[config.mk]
export PLATFORM = sky130hd
export DESIGN_NAME = itof_pipe
export DESIGN_NICKNAME = d
export VERILOG_FILES = /design/src/rtl/fpu_pkg.sv /design/src/rtl/lzc32.sv /design/src/rtl/itof_pipe.sv
export SDC_FILE = /design/constraint.sdc
export NUM_CORES = 1
export LEC_CHECK = 0
export BUFFER_PORTS_ARGS = -buffer_cell sky130_fd_sc_hd__buf_4
export CAP_MARGIN = 20
export CORE_MARGIN = 5
export CORE_UTILIZATION = 54
export CTS_CLUSTER_DIAMETER = 50
export DETAILED_ROUTE_END_ITERATION = 8
export GPL_ROUTABILITY_DRIVEN = 0
export PLACE_DENSITY = 0.83
export SETUP_SLACK_MARGIN = 0.2
export SYNTH_ARGS = -nofsm -noshare
export SYNTH_HDL_FRONTEND = slang
export SYNTH_SLANG_ARGS = --single-unit
[constraint.sdc]
create_clock -name clk -period 3.2 [get_ports clk]
set_clock_uncertainty 0.1 [all_clocks]
set_input_delay 0.8 -clock clk [delete_from_list [all_inputs] [get_ports clk]]
set_output_delay 0.8 -clock clk [all_outputs]
set_load 0.1 [all_outputs]
[src/rtl/fpu_pkg.sv]
// Shared FPU constants and the packed single-precision layout.
// Used by itof_pipe and the float-to-int path.
package fpu_pkg;

  localparam int unsigned FP_EW = 8;
  localparam int unsigned FP_MW = 23;

  localparam logic [FP_EW-1:0] FP_BIAS       = 8'd127;
  // Exponent of a value whose leading one sits at bit 31.
  localparam logic [FP_EW-1:0] ITOF_EXP_BASE = 8'd158;

  typedef struct packed {
    logic             s;
    logic [FP_EW-1:0] e;
    logic [FP_MW-1:0] m;
  } fp32_t;

endpackage

[src/rtl/lzc32.sv]
// Combinational 32-bit leading-zero counter; returns 32 for an all-zero input.
module lzc32 (
  input  logic [31:0] a,
  output logic [5:0]  cnt
);

  // The highest set bit is visited last, so its count wins.
  always_comb begin
    cnt = 6'd32;
    for (int i = 0; i < 32; i++) begin
      if (a[i]) cnt = 6'(31 - i);
    end
  end

endmodule

[src/rtl/itof_pipe.sv]
// Three-stage signed int32 to IEEE-754 single converter with valid/ready on both sides.
// Define ITOF_RNE_EN for round-to-nearest-even; otherwise the mantissa is truncated.
module itof_pipe
  import fpu_pkg::*;
(
  input  logic        clk,
  input  logic        rstn,
  input  logic        in_valid,
  output logic        in_ready,
  input  logic [31:0] x,
  output logic        out_valid,
  input  logic        out_ready,
  output logic [31:0] y,
  output logic        inexact
);

  logic adv1, adv2, adv3;

  logic        v1_q, v2_q, v3_q;
  logic        s1_q, s2_q;
  logic [31:0] mag1_q;
  logic [30:0] norm2_q;
  logic [FP_EW-1:0] e2_q;
  logic        zero2_q;
  fp32_t       y3_q;
  logic        inx3_q;

  logic [31:0] mag_d;
  logic [5:0]  lz;
  logic [30:0] norm_d;
  logic [FP_EW-1:0] e_d;

  logic [FP_MW-1:0] m_raw, m_fin;
  logic             g, st;
  logic [FP_EW-1:0] e_fin;
  fp32_t            y_d;
  logic             inx_d;

  // Bubbles collapse: a stage advances if downstream moves or it is empty.
  assign adv3     = out_ready | ~v3_q;
  assign adv2     = adv3 | ~v2_q;
  assign adv1     = adv2 | ~v1_q;
  assign in_ready = adv1;

  // S1: sign/magnitude; -2^31 maps to 0x80000000 as unsigned.
  assign mag_d = x[31] ? (~x + 32'd1) : x;

  always_ff @(posedge clk or negedge rstn) begin
    if (!rstn) begin
      v1_q   <= 1'b0;
      s1_q   <= 1'b0;
      mag1_q <= '0;
    end else if (adv1) begin
      v1_q   <= in_valid;
      s1_q   <= x[31];
      mag1_q <= mag_d;
    end
  end

  // S2: normalize so the leading one lands on bit 31 (only bits below it are kept).
  lzc32 u_lzc (
    .a   (mag1_q),
    .cnt (lz)
  );

  assign norm_d = mag1_q[30:0] << lz;
  assign e_d    = ITOF_EXP_BASE - {2'b00, lz};

  always_ff @(posedge clk or negedge rstn) begin
    if (!rstn) begin
      v2_q    <= 1'b0;
      s2_q    <= 1'b0;
      norm2_q <= '0;
      e2_q    <= '0;
      zero2_q <= 1'b0;
    end else if (adv2) begin
      v2_q    <= v1_q;
      s2_q    <= s1_q;
      norm2_q <= norm_d;
      e2_q    <= e_d;
      zero2_q <= (mag1_q == 32'd0);
    end
  end

  // S3: round and pack.
  assign m_raw = norm2_q[30:8];
  assign g     = norm2_q[7];
  assign st    = |norm2_q[6:0];

`ifdef ITOF_RNE_EN
  logic rup, carry;
  assign rup = g & (st | m_raw[0]);
  // A carry out of the mantissa wraps it to zero and bumps the exponent.
  assign {carry, m_fin} = {1'b0, m_raw} + {{FP_MW{1'b0}}, rup};
  assign e_fin = e2_q + {{(FP_EW-1){1'b0}}, carry};
`else
  assign m_fin = m_raw;
  assign e_fin = e2_q;
`endif

  always_comb begin
    y_d   = '{s: s2_q, e: e_fin, m: m_fin};
    inx_d = g | st;
    if (zero2_q) begin
      y_d   = '0;
      inx_d = 1'b0;
    end
  end

  always_ff @(posedge clk or negedge rstn) begin
    if (!rstn) begin
      v3_q   <= 1'b0;
      y3_q   <= '0;
      inx3_q <= 1'b0;
    end else if (adv3) begin
      v3_q   <= v2_q;
      y3_q   <= y_d;
      inx3_q <= inx_d;
    end
  end

  assign out_valid = v3_q;
  assign y         = y3_q;
  assign inexact   = inx3_q;

endmodule

==> impl_metrics.ini <==
[pwr]
power_density_mw_per_mm2 = 722.0
switching_share_pct = 46.79
power.switching_w = 0.003071
p_clk_share_pct = 17.4
pwr-share-seq_pct = 31.6
p_int_w = 0.003492
p_comb_share_pct = 51.0
power_leakage_nw = 3.958
ir_drop_mv = 0.3418

[detailed_routing]
avgRoutedWirePerCell_um = 19.37
vias_per_cell = 6.366
drtIter0Drc = 961
routed_wl_um = 22060
drc = 0
drt_pass1_iterations = 9
antenna_left = 0
vias = 7251

[cts]
clk_pin_slew_ns = 0.07
clock_sinks = 110
cts_tree = yes
root_buffer = clkbuf_16
clock_latency_ns = 0.36
htreeDepth = 3
cts_buffers = 9
clockBufferDepth = 2

[worst_setup_path]
critical_path_class = reg2reg
rr_worst_depth = 9
cp_slowest_stage_delay_ns = 0.63
worstPathRequired_ns = 3.35
cp-start-kind = flop
cp.arrival_ns = 3.47
crit_chain = buf_4, nor4_1, nand2_1, o21ai_2, mux2i_1, a211oi_1, a31oi_1, a221oi_1, a32o_1
worst_path_max_delay_cell = nor4_1
critPathMaxFanout = 10
end_kind = flop

[final_layout]
nFillCells = 1032
regArea_mm2 = 0.002765
final_nets = 997
area_growth_pct = 25.54
final_core_util_pct = 68.91
insertedDiodeCount = 0
final_area_mm2 = 0.009090
layout-drive-gt1-share_pct = 28.97
multi_input_area_mm2 = 0.004387

[timing]
fin_ws_ns = -0.1220
rsz0062_at_grt = true
fin_crit_ns = 3.322
relSlewSlack_pct = 49.07
report.final.slew_viol_count = 0
fin_tns_setup_ns = -0.2068
fmax_mhz = 301.0
final-setup-viol-count = 2
finalHoldViolCount = 0
min_period_over_period_pct = 103.8
tightest_slew_ns = 0.7640

[yosys]
ys_warn_count = 0
synth.top_cell.area_share_pct = 38.02
ys_seq_area_share_pct = 38.02
syn-instance-count = 844
yosysUniqueCellTypes = 75
yosysTopAreaCell = dfrtp_1
synth_most_common_cell = dfrtp_1
synthArstFlopShare_pct = 100.0
synthTopCellsByArea = dfrtp_1 (38%), mux2i_1 (6.4%), nand2_1 (5.1%)
syn_avg_cell_area_um2 = 8.579
synth_commonest_cells = dfrtp_1 (110), nand2_1 (99), a21oi_1 (74), nor2_1 (71), o21ai_0 (68)
syn-num-nets = 882
synth-edff-count = 0
synth.ff_latch_count = 110
synthesis.area_mm2 = 0.007241
ys.flop_type = dfrtp_1

[place]
place_hpwl_um = 14560
dp_slack_ns = 0.06651
numPortBuffers = 70
placed_cell_area_mm2 = 0.008140

[grt]
grt_pass1_wl_um = 32350
grt_max_degree = 68
grt_pass1_vias = 6499
grt_overflow = 0
antenna_found_initial = 0
gr-usage-all-layers_pct = 24.60

[floorplanning]
die-area_mm2 = 0.01582
fp.dieH_um = 125.8
io_pins = 71
coreArea_mm2 = 0.01319
rows = 42
die_w_um = 125.8
initial_core_util_pct = 54.89

[run_status]
status = finished, violations left
violations = negative setup slack

[flow_run]
drv_cap = 0

[hold_path]
hold_class = in2async
[layout by cell type (no fill, tap or decap), drive strengths merged, types with 10 or more instances in the layout]
master  synthesis  layout
buf            28     172
dfrtp         110     110
nand2         100     100
a21oi          79      79
o21ai          76      76
nor2           72      72
mux2i          46      46
nand2b         37      37
xor2           28      28
inv            17      19
nand3          17      17
mux2           16      16
nor4           16      16
o31ai          15      15
nor3           15      15
o211ai         11      11
a22o           10      10
[power groups by stage]
stage                     Combinational, W  Clock [W]  Sequential [W]
after global placement             0.00292          0         0.00207
after global routing               0.00351    0.00120         0.00212
after CTS                          0.00301    0.00115         0.00206
final                              0.00335    0.00114         0.00207
after floorplan                    0.00131          0         0.00292
after detailed placement           0.00296          0         0.00209
[stage by stage]
| step | instances | hold WS [ns] | power [W] |
|---|---|---|---|
| 4_1_cts | 1102 | 0.2757 | 0.006220 |
| 3_5_place_dp | 1080 | 0.3714 | 0.005053 |
| 5_1_grt | 1139 | 0.3019 | 0.006830 |
| 3_3_place_gp | 1080 | 0.3528 | 0.004983 |
| 2_1_floorplan | 844 | 0.3346 | 0.004226 |
| 6_report | 1139 | 0.2673 | 0.006563 |
[sequential cells by signal, summed over array words and instances (netlist names), 8 cells and up]
| register | count |
|---|---|
| norm2_q | 31 |
| e2_q | 8 |
| mag1_q | 32 |
| y | 32 |
[kinds of logic after synthesis]
group	Yosys count	synth area share, %
compound gates	260	23.29
xor+xnor	32	3.871
fa+ha+maj	2	0.3455
buf+inv	85	5.080
flops	110	38.02
mux	65	9.832
simple gates	290	19.56
[routing by layer]
| layer | up-vias | routed length [µm] | global-route usage (%) |
|---|---|---|---|
| li1 | 3281 | - | - |
| met1 | 3333 | 8753 | 33.48 |
| met2 | 498 | 9836 | 36.94 |
| met3 | 139 | 2023 | 4.064 |
| met4 | 0 | 1448 | 14.95 |
| met5 | - | 0 | 0 |
[area by class of cell]
class,instances,share of cell area [%]
Inverter,17,0.7571
Multi-Input combinational cell,649,48.26
Tap cell,176,2.423
Clock buffer,9,2.478
Timing Repair Buffer,172,14.91
Clock inverter,6,0.7571
Sequential cell,110,30.42
[path summary, 6_finish.rpt]
path                                      endpoint                    from  slack [ns]
setup reg to reg           norm2_q[26]$_DFFE_PN0P_  mag1_q[20]$_DFFE_PN0P_       -0.12
min in group clk                 y[14]$_DFFE_PN0P_       y[14]$_DFFE_PN0P_        0.38
hold reg to reg                  y[14]$_DFFE_PN0P_       y[14]$_DFFE_PN0P_        0.38
hold / removal                   y[31]$_DFFE_PN0P_                    rstn        0.27
setup / recovery           norm2_q[26]$_DFFE_PN0P_  mag1_q[20]$_DFFE_PN0P_       -0.12
max in group asynchronous  norm2_q[14]$_DFFE_PN0P_                    rstn        1.98
[timing repair]
action / in CTS / in global routing
gates resized for setup: 9 / 72
setup buffers: 7 / 37
cloned: 0 / 0
pin swaps: 2 / 17
hold buffers: 0 / 0
endpoints found under the setup margin: 19 / 26
[critical path, delay by kind of cell, from the launching register on]
family / cells / cell delay (ns)
DFF: 1 / 0.38
and+or+nand+nor: 2 / 0.97
AOI/OAI and AO/OA: 5 / 1.36
buffers and inverters: 1 / 0.18
muxes: 1 / 0.23
No activity file was read; power rests on OpenSTA's default activity.
